--- src/rtl/ps2_pkg.sv ---
// Shared definitions for the PS/2 keyboard receiver and keypad decoder.
//   - Scan-code constants for the keys the game listens to, plus the
//     extended (E0) and break (F0) prefixes.
//   - Frame receiver state enum.
//   - Action index constants and a key-to-action lookup that returns a
//     one-hot action mask (all zero for an unmapped key).
package ps2_pkg;

    localparam logic [7:0] SC_EXT   = 8'hE0;
    localparam logic [7:0] SC_BRK   = 8'hF0;
    localparam logic [7:0] SC_A     = 8'h1C;
    localparam logic [7:0] SC_D     = 8'h23;
    localparam logic [7:0] SC_LEFT  = 8'h6B;  // extended
    localparam logic [7:0] SC_RIGHT = 8'h74;  // extended
    localparam logic [7:0] SC_ENTER = 8'h5A;
    localparam logic [7:0] SC_ESC   = 8'h76;
    localparam logic [7:0] SC_SPACE = 8'h29;

    typedef enum logic [1:0] {
        ST_IDLE   = 2'd0,
        ST_DATA   = 2'd1,
        ST_PARITY = 2'd2,
        ST_STOP   = 2'd3
    } frame_state_t;

    localparam int NUM_ACT   = 5;
    localparam int ACT_LEFT  = 0;
    localparam int ACT_RIGHT = 1;
    localparam int ACT_START = 2;
    localparam int ACT_RESET = 3;
    localparam int ACT_SEL   = 4;

    // One-hot action for key (ext, code); zero when the key is unmapped.
    function automatic logic [NUM_ACT-1:0] key_action(input logic ext,
                                                      input logic [7:0] code);
        logic [NUM_ACT-1:0] m;
        m = '0;
        if (!ext) begin
            case (code)
                SC_A:     m[ACT_LEFT]  = 1'b1;
                SC_D:     m[ACT_RIGHT] = 1'b1;
                SC_ENTER: m[ACT_START] = 1'b1;
                SC_ESC:   m[ACT_RESET] = 1'b1;
                SC_SPACE: m[ACT_SEL]   = 1'b1;
                default:  m = '0;
            endcase
        end else begin
            case (code)
                SC_LEFT:  m[ACT_LEFT]  = 1'b1;
                SC_RIGHT: m[ACT_RIGHT] = 1'b1;
                default:  m = '0;
            endcase
        end
        return m;
    endfunction

endpackage

--- src/rtl/ps2_rx.sv ---
// PS/2 host-side frame receiver.
// Synchronizes the raw PS/2 clock and data, filters the clock, and
// assembles 11-bit frames (start, 8 data LSB first, odd parity, stop).
// Ports:
//   clk, reset      system clock, asynchronous active-low reset
//   ps2_clk         raw PS/2 clock (asynchronous)
//   ps2_data        raw PS/2 data (asynchronous)
//   scan_valid      one-cycle strobe for a frame with good parity/stop
//   scan_code       last good byte, held until the next good frame
//   frame_err       one-cycle pulse on bad start/parity/stop or timeout
module ps2_rx
    import ps2_pkg::*;
#(
    parameter int FILTER_LEN  = 8,
    parameter int TIMEOUT_CYC = 200000
) (
    input  logic       clk,
    input  logic       reset,
    input  logic       ps2_clk,
    input  logic       ps2_data,
    output logic       scan_valid,
    output logic [7:0] scan_code,
    output logic       frame_err
);

    localparam int FW = (FILTER_LEN > 1) ? $clog2(FILTER_LEN) : 1;
    localparam int TW = $clog2(TIMEOUT_CYC + 1);
    localparam logic [FW-1:0] FLT_LAST = FW'(FILTER_LEN - 1);
    localparam logic [TW-1:0] TO_LAST  = TW'(TIMEOUT_CYC - 1);

    logic [1:0]    clk_sync;
    logic [1:0]    dat_sync;
    logic          clk_filt;
    logic          clk_filt_d;
    logic [FW-1:0] flt_cnt;
    logic          fall;
    logic          dat;

    frame_state_t  state, state_n;
    logic [2:0]    bit_cnt, bit_cnt_n;
    logic [7:0]    shift, shift_n;
    logic          par_bit, par_n;
    logic [7:0]    code_n;
    logic          valid_n, err_n;
    logic [TW-1:0] to_cnt;
    logic          timeout;

    // Both lines reset to the idle-high level so no false fall after reset.
    always_ff @(posedge clk or negedge reset) begin
        if (!reset) begin
            clk_sync <= 2'b11;
            dat_sync <= 2'b11;
        end else begin
            clk_sync <= {clk_sync[0], ps2_clk};
            dat_sync <= {dat_sync[0], ps2_data};
        end
    end

    // The filtered level follows the synced clock only after FILTER_LEN
    // consecutive samples that disagree with it; any agreeing sample restarts.
    always_ff @(posedge clk or negedge reset) begin
        if (!reset) begin
            clk_filt   <= 1'b1;
            clk_filt_d <= 1'b1;
            flt_cnt    <= '0;
        end else begin
            clk_filt_d <= clk_filt;
            if (clk_sync[1] == clk_filt) begin
                flt_cnt <= '0;
            end else if (flt_cnt == FLT_LAST) begin
                clk_filt <= clk_sync[1];
                flt_cnt  <= '0;
            end else begin
                flt_cnt <= flt_cnt + FW'(1);
            end
        end
    end

    assign fall = clk_filt_d & ~clk_filt;
    assign dat  = dat_sync[1];

    // Idle time since the last fall while a frame is open.
    always_ff @(posedge clk or negedge reset) begin
        if (!reset) begin
            to_cnt <= '0;
        end else if (fall || state == ST_IDLE) begin
            to_cnt <= '0;
        end else begin
            to_cnt <= to_cnt + TW'(1);
        end
    end

    assign timeout = (state != ST_IDLE) && !fall && (to_cnt == TO_LAST);

    always_ff @(posedge clk or negedge reset) begin
        if (!reset) begin
            state      <= ST_IDLE;
            bit_cnt    <= '0;
            shift      <= '0;
            par_bit    <= 1'b0;
            scan_code  <= '0;
            scan_valid <= 1'b0;
            frame_err  <= 1'b0;
        end else begin
            state      <= state_n;
            bit_cnt    <= bit_cnt_n;
            shift      <= shift_n;
            par_bit    <= par_n;
            scan_code  <= code_n;
            scan_valid <= valid_n;
            frame_err  <= err_n;
        end
    end

    always_comb begin
        state_n   = state;
        bit_cnt_n = bit_cnt;
        shift_n   = shift;
        par_n     = par_bit;
        code_n    = scan_code;
        valid_n   = 1'b0;
        err_n     = 1'b0;
        if (timeout) begin
            // Partial byte is simply abandoned; the next start bit reloads it.
            state_n = ST_IDLE;
            err_n   = 1'b1;
        end else if (fall) begin
            case (state)
                ST_IDLE: begin
                    if (!dat) begin
                        state_n   = ST_DATA;
                        bit_cnt_n = '0;
                    end else begin
                        err_n = 1'b1;
                    end
                end
                ST_DATA: begin
                    shift_n   = {dat, shift[7:1]};
                    bit_cnt_n = bit_cnt + 3'd1;
                    if (bit_cnt == 3'd7) state_n = ST_PARITY;
                end
                ST_PARITY: begin
                    par_n   = dat;
                    state_n = ST_STOP;
                end
                ST_STOP: begin
                    // Odd parity: data plus parity bit must hold an odd count of ones.
                    if (dat && (^{par_bit, shift})) begin
                        valid_n = 1'b1;
                        code_n  = shift;
                    end else begin
                        err_n = 1'b1;
                    end
                    state_n = ST_IDLE;
                end
                default: state_n = ST_IDLE;
            endcase
        end
    end

endmodule

--- src/rtl/ps2_keypad.sv ---
// PS/2 keyboard to game-button decoder.
// Receives scan codes through ps2_rx and turns key makes into single-cycle
// action pulses, suppressing typematic repeats with a held flag per action.
// Ports:
//   clk, reset      system clock, asynchronous active-low reset
//   ps2_clk         raw PS/2 clock (asynchronous)
//   ps2_data        raw PS/2 data (asynchronous)
//   left_pulse      Left-arrow or A make
//   right_pulse     Right-arrow or D make
//   start_pulse     Enter make
//   reset_pulse     Esc make
//   sel_level       toggles on each fired Space make
//   scan_valid      one-cycle strobe for each good frame
//   scan_code       last good byte
//   frame_err       one-cycle pulse on any frame error or timeout
module ps2_keypad
    import ps2_pkg::*;
#(
    parameter int FILTER_LEN  = 8,
    parameter int TIMEOUT_CYC = 200000
) (
    input  logic       clk,
    input  logic       reset,
    input  logic       ps2_clk,
    input  logic       ps2_data,
    output logic       left_pulse,
    output logic       right_pulse,
    output logic       start_pulse,
    output logic       reset_pulse,
    output logic       sel_level,
    output logic       scan_valid,
    output logic [7:0] scan_code,
    output logic       frame_err
);

    logic               ext, ext_n;
    logic               brk, brk_n;
    logic [NUM_ACT-1:0] held, held_n;
    logic [NUM_ACT-1:0] fire_n;
    logic [NUM_ACT-1:0] key;

    ps2_rx #(
        .FILTER_LEN (FILTER_LEN),
        .TIMEOUT_CYC(TIMEOUT_CYC)
    ) u_rx (
        .clk       (clk),
        .reset     (reset),
        .ps2_clk   (ps2_clk),
        .ps2_data  (ps2_data),
        .scan_valid(scan_valid),
        .scan_code (scan_code),
        .frame_err (frame_err)
    );

    // scan_code already holds the new byte in the cycle scan_valid is high.
    always_comb begin
        ext_n  = ext;
        brk_n  = brk;
        held_n = held;
        fire_n = '0;
        key    = key_action(ext, scan_code);
        if (scan_valid) begin
            if (scan_code == SC_EXT) begin
                ext_n = 1'b1;
            end else if (scan_code == SC_BRK) begin
                brk_n = 1'b1;
            end else begin
                if (brk) begin
                    held_n = held & ~key;
                end else begin
                    // Repeats of a held key fire nothing.
                    fire_n = key & ~held;
                    held_n = held | key;
                end
                ext_n = 1'b0;
                brk_n = 1'b0;
            end
        end
    end

    always_ff @(posedge clk or negedge reset) begin
        if (!reset) begin
            ext         <= 1'b0;
            brk         <= 1'b0;
            held        <= '0;
            left_pulse  <= 1'b0;
            right_pulse <= 1'b0;
            start_pulse <= 1'b0;
            reset_pulse <= 1'b0;
            sel_level   <= 1'b0;
        end else begin
            ext         <= ext_n;
            brk         <= brk_n;
            held        <= held_n;
            left_pulse  <= fire_n[ACT_LEFT];
            right_pulse <= fire_n[ACT_RIGHT];
            start_pulse <= fire_n[ACT_START];
            reset_pulse <= fire_n[ACT_RESET];
            sel_level   <= sel_level ^ fire_n[ACT_SEL];
        end
    end

endmodule

--- config.mk ---
export PLATFORM = sky130hd
export DESIGN_NAME = ps2_keypad
export DESIGN_NICKNAME = d
export VERILOG_FILES = /design/src/rtl/ps2_pkg.sv /design/src/rtl/ps2_rx.sv /design/src/rtl/ps2_keypad.sv
export SDC_FILE = /design/constraint.sdc
export NUM_CORES = 1
export LEC_CHECK = 0
export BUFFER_PORTS_ARGS = -buffer_cell sky130_fd_sc_hd__buf_2
export CAP_MARGIN = 10
export CORE_MARGIN = 8
export CORE_UTILIZATION = 54
export DETAILED_ROUTE_END_ITERATION = 16
export MAX_ROUTING_LAYER = met4
export PLACE_DENSITY_LB_ADDON = 0.1
export SLEW_MARGIN = 20
export SYNTH_ARGS = -nofsm -noshare
export SYNTH_HDL_FRONTEND = slang
export SYNTH_SLANG_ARGS = --single-unit
--- constraint.sdc ---
create_clock -name clk -period 2.7 [get_ports clk]
set_input_delay 0.54 -clock clk [delete_from_list [all_inputs] [get_ports clk]]
set_output_delay 0.54 -clock clk [all_outputs]
set_load 0.05 [all_outputs]
## After elaboration in Yosys (flattened, before gate mapping)

Cells that the tools add are included.

- Output and inout port bits: 15
- Bits in latches: 0
- Register bits after elaboration: 63
- Memories: 0
- RAM bits: 0
- Word-level logic and storage cells: 110
- Memory bits (read-only): 0

- Reduce and logical (&&, ||, !) cells: 19
- Mux-type cells: 35
- Add/subtract/negate cells: 3
- Multiply operators: 0
- Magnitude comparators: 0
- Shift operators: 0
- Bitwise operators: 12
- Equal/unequal tests: 20
- Divide/modulo/power cells: 0

Operators by type and width:

| kind | number |
|---|---|
| 8-bit by 7-bit equality test with 1-bit output, second input constant | 4 |
| 5-bit two-way mux | 6 |
| 18-bit by 1-bit adder with 18-bit output, second input constant | 1 |
| 18-bit equality test, second input constant | 1 |
| 1-bit two-way mux | 18 |
| 18-bit two-way mux | 1 |
| 8-bit by 6-bit equality test with 1-bit output, second input constant | 2 |
| 8-bit equality test, second input constant | 2 |
| 3-bit AND reduction | 4 |
| 5-bit AND | 2 |
| 5-bit NOT | 2 |
| 3-bit two-way mux | 3 |
| 9-bit XOR reduction | 1 |
| 8-bit by 5-bit equality test with 1-bit output, second input constant | 1 |
| 2-bit two-way mux | 4 |
| 2-bit one-hot mux with 4 select lines | 1 |
| 4-bit AND reduction | 2 |
| 3-bit by 1-bit adder with 3-bit output, second input constant | 2 |
| 3-bit equality test, second input constant | 2 |
| 3-bit one-hot mux with 2 select lines | 1 |
| 2-bit AND reduction | 3 |
| 2-bit nonzero test | 3 |
| 1-bit NOT | 5 |
| 5-bit OR | 1 |
| other kinds (13) | 17 |

## Logic depth before layout (Yosys ltp)

- Word-level depth: 9
- Depth in mapped cells: 7

## By module

Synthesis repeated with hierarchy kept, for this count alone.

- Cells, all modules: 252
- Area, all modules: 2991.6 um2

Modules (own cells, without submodules):

| module | times used | cells an instance | area an instance (um2) |
|---|---|---|---|
| ps2_rx | 1 | 194 | 2346.0 |
| ps2_keypad | 1 | 58 | 645.6 |

## Worst setup path after synthesis

Ideal clock, no wire load.

- Path type: register -> register
- Start: register u_rx.shift[2]
- End: register u_rx.scan_code[1]
- Slack: 0.892 ns
- Stages on the path, launching flop included: 5
- Path buffers: 0
- Required time: 2.575 ns
- Arrival: 1.683 ns
- Cells stage by stage: dfrtp_1 > xor2_1 > xnor3_2 > mux2i_4 > mux2_2

- Longest elaborated chain between the ends: 3

RTL lines:

| what | line | source |
|---|---|---|
| from (decl) | ps2_rx.sv:41 | `logic [7:0] shift, shift_n;` |
| from (signal assigned) | ps2_rx.sv:107 | `shift <= shift_n;` |
| 9-bit XOR reduction | ps2_rx.sv:148 | `if (dat && (^{par_bit, shift})) begin` |
| 1-bit logical AND | ps2_rx.sv:148 |  |
| 4-bit AND reduction (no line) | - |  |
| to (signal assigned) | ps2_rx.sv:109 | `scan_code <= code_n;` |
| to (decl) | ps2_rx.sv:22 | `output logic [7:0] scan_code,` |

No other way between the ends.
A chain may end at the register's enable or synchronous reset.

## Final worst setup path

- Start: register u_rx.shift[2]
- End: register u_rx.scan_code[7]

The elaborated chain is that of the path after synthesis.

==> results.txt <==
The number of flops mapped to enable cells by yosys came out at 0. The critical path's slowest cell is xnor3_2. The average vias per placed instance is 5.567. The worst pin sits at a relative slew slack of 0.7178. The vertical extent of the die came out at 89.95 um. The total power divided by cell area came out at 797.6 nW/um2. During I/O placement, the number of pins put on the boundary was 19. The post-route clock skew came out at 6.220 ps. Of the synthesized area, sequential elements account for 0.5364.

The source-to-sink clock delay at the later pin of the worst-skew pair is 330 ps. The path class of the tightest hold or removal check is input port to asynchronous set/reset pin. The routed wire length on met3 came out at 258 um. Summing all multi-input logic gate instances after layout gives 1304 um2. The number of placement rows is 27. Of the post-synthesis cell area, the dominant cell type holds 0.4831.

Counting the buffers created by CTS gives 9. In this run, distinct cell masters in the synthesized netlist total 44. After synthesis, the most frequently instantiated cells are dfrtp_1 (57), nor2_1 (20), mux2_2 (17), nand2_1 (12), xor2_1 (11). In the synthesized netlist the dominant register cell turns out to be dfrtp_1. The all-layer global routing usage came out at 0.1469. The highest cell delay on the worst timing path came out at 440 ps. The post-CTS clock slew at the launch and capture registers of the worst setup and hold paths is 70 ps. Yosys printed 0 warnings. The average wire length per cell after detail routing came out at 14.41 um. Among cell families on the critical path, the largest total delay comes from multiplexers. The worst-case setup slack after placement came out at 788.7 ps. The number of resized instances in the post-cts repair step is 0. Synthesis inferred 63 register bits. The routed wire length came out at 5.158 mm.

Entering global routing, the biggest net connects 29 pins. The final layout contains 295 nets. Counting every net in the synthesized netlist gives 270. The routed design could run at a clock period as short as 1924 ps. The die width came out at 89.95 um.

The largest fanout on the critical path came out at 9. The netlist area before placement came out at 2953 um2. The sequential cells in the finished layout cover a total of 1584 um2. The critical path is of the register to register type.

The number of setup violations in the final report is 0. The final cycle utilization of the critical path is 0.7126. The worst ir drop on vdd is 0.5920 mV.

Relative to the synthesized area, the layout overhead comes to 13.01%. TritonCTS built the clock tree. The leakage power of the design is 1.621 nW. After detailed routing, no signal wire sits above met4. The largest total area in the synthesized netlist belongs to dfrtp_1. The first-pass GRT wire length is 9.459 mm. The met2 wire length is 2.412 mm.

The run finished with clean final reports. The transition time at the pin with the least slew margin came out at 422.2 ps. The die covers 8090 um2. The initial DRC count is 54. For this block, wires on met1 add up to 2.364 mm. Of the cells placed in the final design, the portion with a size suffix greater than 1 is 0.2273. The maximum root-to-sink buffer count came out at 2.

Setup repair after global routing left no endpoint under its margin. The number of max-slew violations in the final report came out at 0. The startpoint kind of the worst setup timing path is a register.

The effective utilization at floorplan came out at 0.5463. The HPWL reported at the end of detailed placement came out at 3.550 mm. The number of maximum-capacitance constraint violations came out at 0. The number of endpoints with negative hold slack in the final report is 0. The total area inside the core boundary comes to 5405 um2. The antenna cell count is 0. The number of antenna violations at the first check in global routing is 0. The final worst slack is 775.9 ps. After detailed routing, the number of remaining DRC violations is 0. Walking the worst path, the cells encountered are xor2_1 -> xnor3_2 -> mux2i_4 -> mux2_2.

The H-tree was split into 3 levels. The share of async-settable or async-resettable flops after synthesis is 1.000. In this run the mean area of a mapped cell was 11.53 um2.

The post-route cell area came out at 3337 um2. Among all cell types in the netlist, the one instantiated most often is dfrtp_1. For this block, the via count after detailed routing is 1993.

After global routing the overflow that remains totals 0. The number of buffers inserted for hold repair after clock tree synthesis is 0. The cell area after placement is 3128 um2. The number of buffer cells added on primary ports came out at 18. In this run the remaining antenna-violating nets after routing total 0. The final-layout setup total negative slack came out at 0 ps. The number of detailed-route iterations in the first pass is 4. Synthesis handed over a netlist of 256 instances. The buffer cell driving the clock tree root is clkbuf_8.

After synthesis, the cell types taking the most area are dfrtp_1 (48%), mux2_2 (6.5%), dfstp_2 (5.3%). The final RePlAce weighted congestion is 0.7833. The via count of the first global-routing pass is 2019. The type of element capturing the critical path is a register. After filler insertion, the fill cell instance count of the layout stands at 451. Once the clock tree was built, the setup fixing pass inserted 0 buffers. The endpoint arrival time on the critical path is 2140 ps.

The maximum clock rate came out at 0.5197 GHz. The data required time at the worst endpoint is 2920 ps. The critical path buffer and inverter count came out at 0.

The total number of clock tree sinks is 63.
cell usage in the layout (no fill, tap or decap), types with 3 or more instances in the layout:
master	instances
mux2_2	17
o211ai_1	3
and2_1	4
or3_1	5
nand3_1	7
and3_1	4
clkbuf_8	12
nor3_1	5
nor3b_1	5
nand4_1	9
buf_4	3
buf_2	18
inv_1	10
xnor2_1	8
nor2b_1	6
nor4bb_1	3
dfrtp_1	57
nand2_1	12
a21oi_1	9
ha_1	10
dfstp_2	6
nand4b_1	4
xor2_1	11
o21ai_0	9
nor2_1	20
through the flow:
| stage | cells | power (mW) | hold WS (ps) | utilization |
|---|---|---|---|---|
| after floorplan | 256 | 1.693 | 244.4 | - |
| after global placement | 342 | 1.818 | 345.7 | 0.5787 |
| after detailed placement | 342 | 1.836 | 346.8 | 0.5787 |
| after CTS | 358 | 2.693 | 106.1 | 0.6174 |
| after global routing | 358 | 2.847 | 130.5 | 0.6174 |
| final | 358 | 2.662 | 102.1 | 0.6174 |
power by group:
group          leakage [nW]  internal, mW  switching [mW]  total, mW
sequential            0.842          1.08           0.113       1.19
combinational         0.670         0.278           0.343      0.620
clock                 0.109         0.499           0.347      0.847
total                  1.62          1.86           0.803       2.66
cell families after synthesis:
| kind of cell | share of synthesized area |
|---|---|
| adders and majority gates | 0.04237 |
| muxes | 0.07924 |
| xor gates and xnor gates | 0.07288 |
| and+or+nand+nor | 0.1814 |
| buffers and inverters | 0.02203 |
| DFF | 0.5364 |
| AOI/OAI and AO/OA | 0.06568 |
sequential cells by signal, indices dropped and copies added (netlist names), named ones only:
name,count
u_rx.flt_cnt,3
u_rx.shift,8
ext,1
sel_level,1
left_pulse,1
u_rx.clk_sync,2
u_rx.scan_valid,1
u_rx.par_bit,1
brk,1
u_rx.bit_cnt,3
u_rx.scan_code,8
right_pulse,1
u_rx.clk_filt_d,1
u_rx.to_cnt,18
u_rx.state,2
start_pulse,1
u_rx.clk_filt,1
reset_pulse,1
u_rx.dat_sync,2
u_rx.frame_err,1
worst paths after layout:
path,endpoint,slack [ps],start,cells after the start
hold reg to reg,u_rx.clk_sync[1]$_DFF_PN1_,360,u_rx.clk_sync[0]$_DFF_PN1_,0
hold / removal,u_rx.shift[1]$_DFFE_PN0P_,100,reset,1
max in group asynchronous,u_rx.to_cnt[10]$_DFF_PN0_,1920,reset,2
setup reg to reg,u_rx.scan_code[7]$_DFFE_PN0P_,780,u_rx.shift[2]$_DFFE_PN0P_,4
setup / recovery,u_rx.scan_code[7]$_DFFE_PN0P_,780,u_rx.shift[2]$_DFFE_PN0P_,4
min in group clk,u_rx.clk_sync[0]$_DFF_PN1_,300,ps2_clk,1
layout make-up:
cell class | count | share of cell area
Clock inverter | 3 | 0.01200
Sequential cell | 63 | 0.4747
Tap cell | 72 | 0.02700
Inverter | 10 | 0.01125
Clock buffer | 13 | 0.05062
Multi-Input combinational cell | 176 | 0.3907
Timing Repair Buffer | 21 | 0.03375
routing by layer:
| metal | track usage | vias up |
|---|---|---|
| met5 | - | - |
| li1 | - | 965 |
| met1 | 0.1819 | 975 |
| met4 | 0.07906 | 0 |
| met3 | 0.03907 | 10 |
| met2 | 0.2153 | 43 |
No activity file was read; power rests on OpenSTA's default activity.
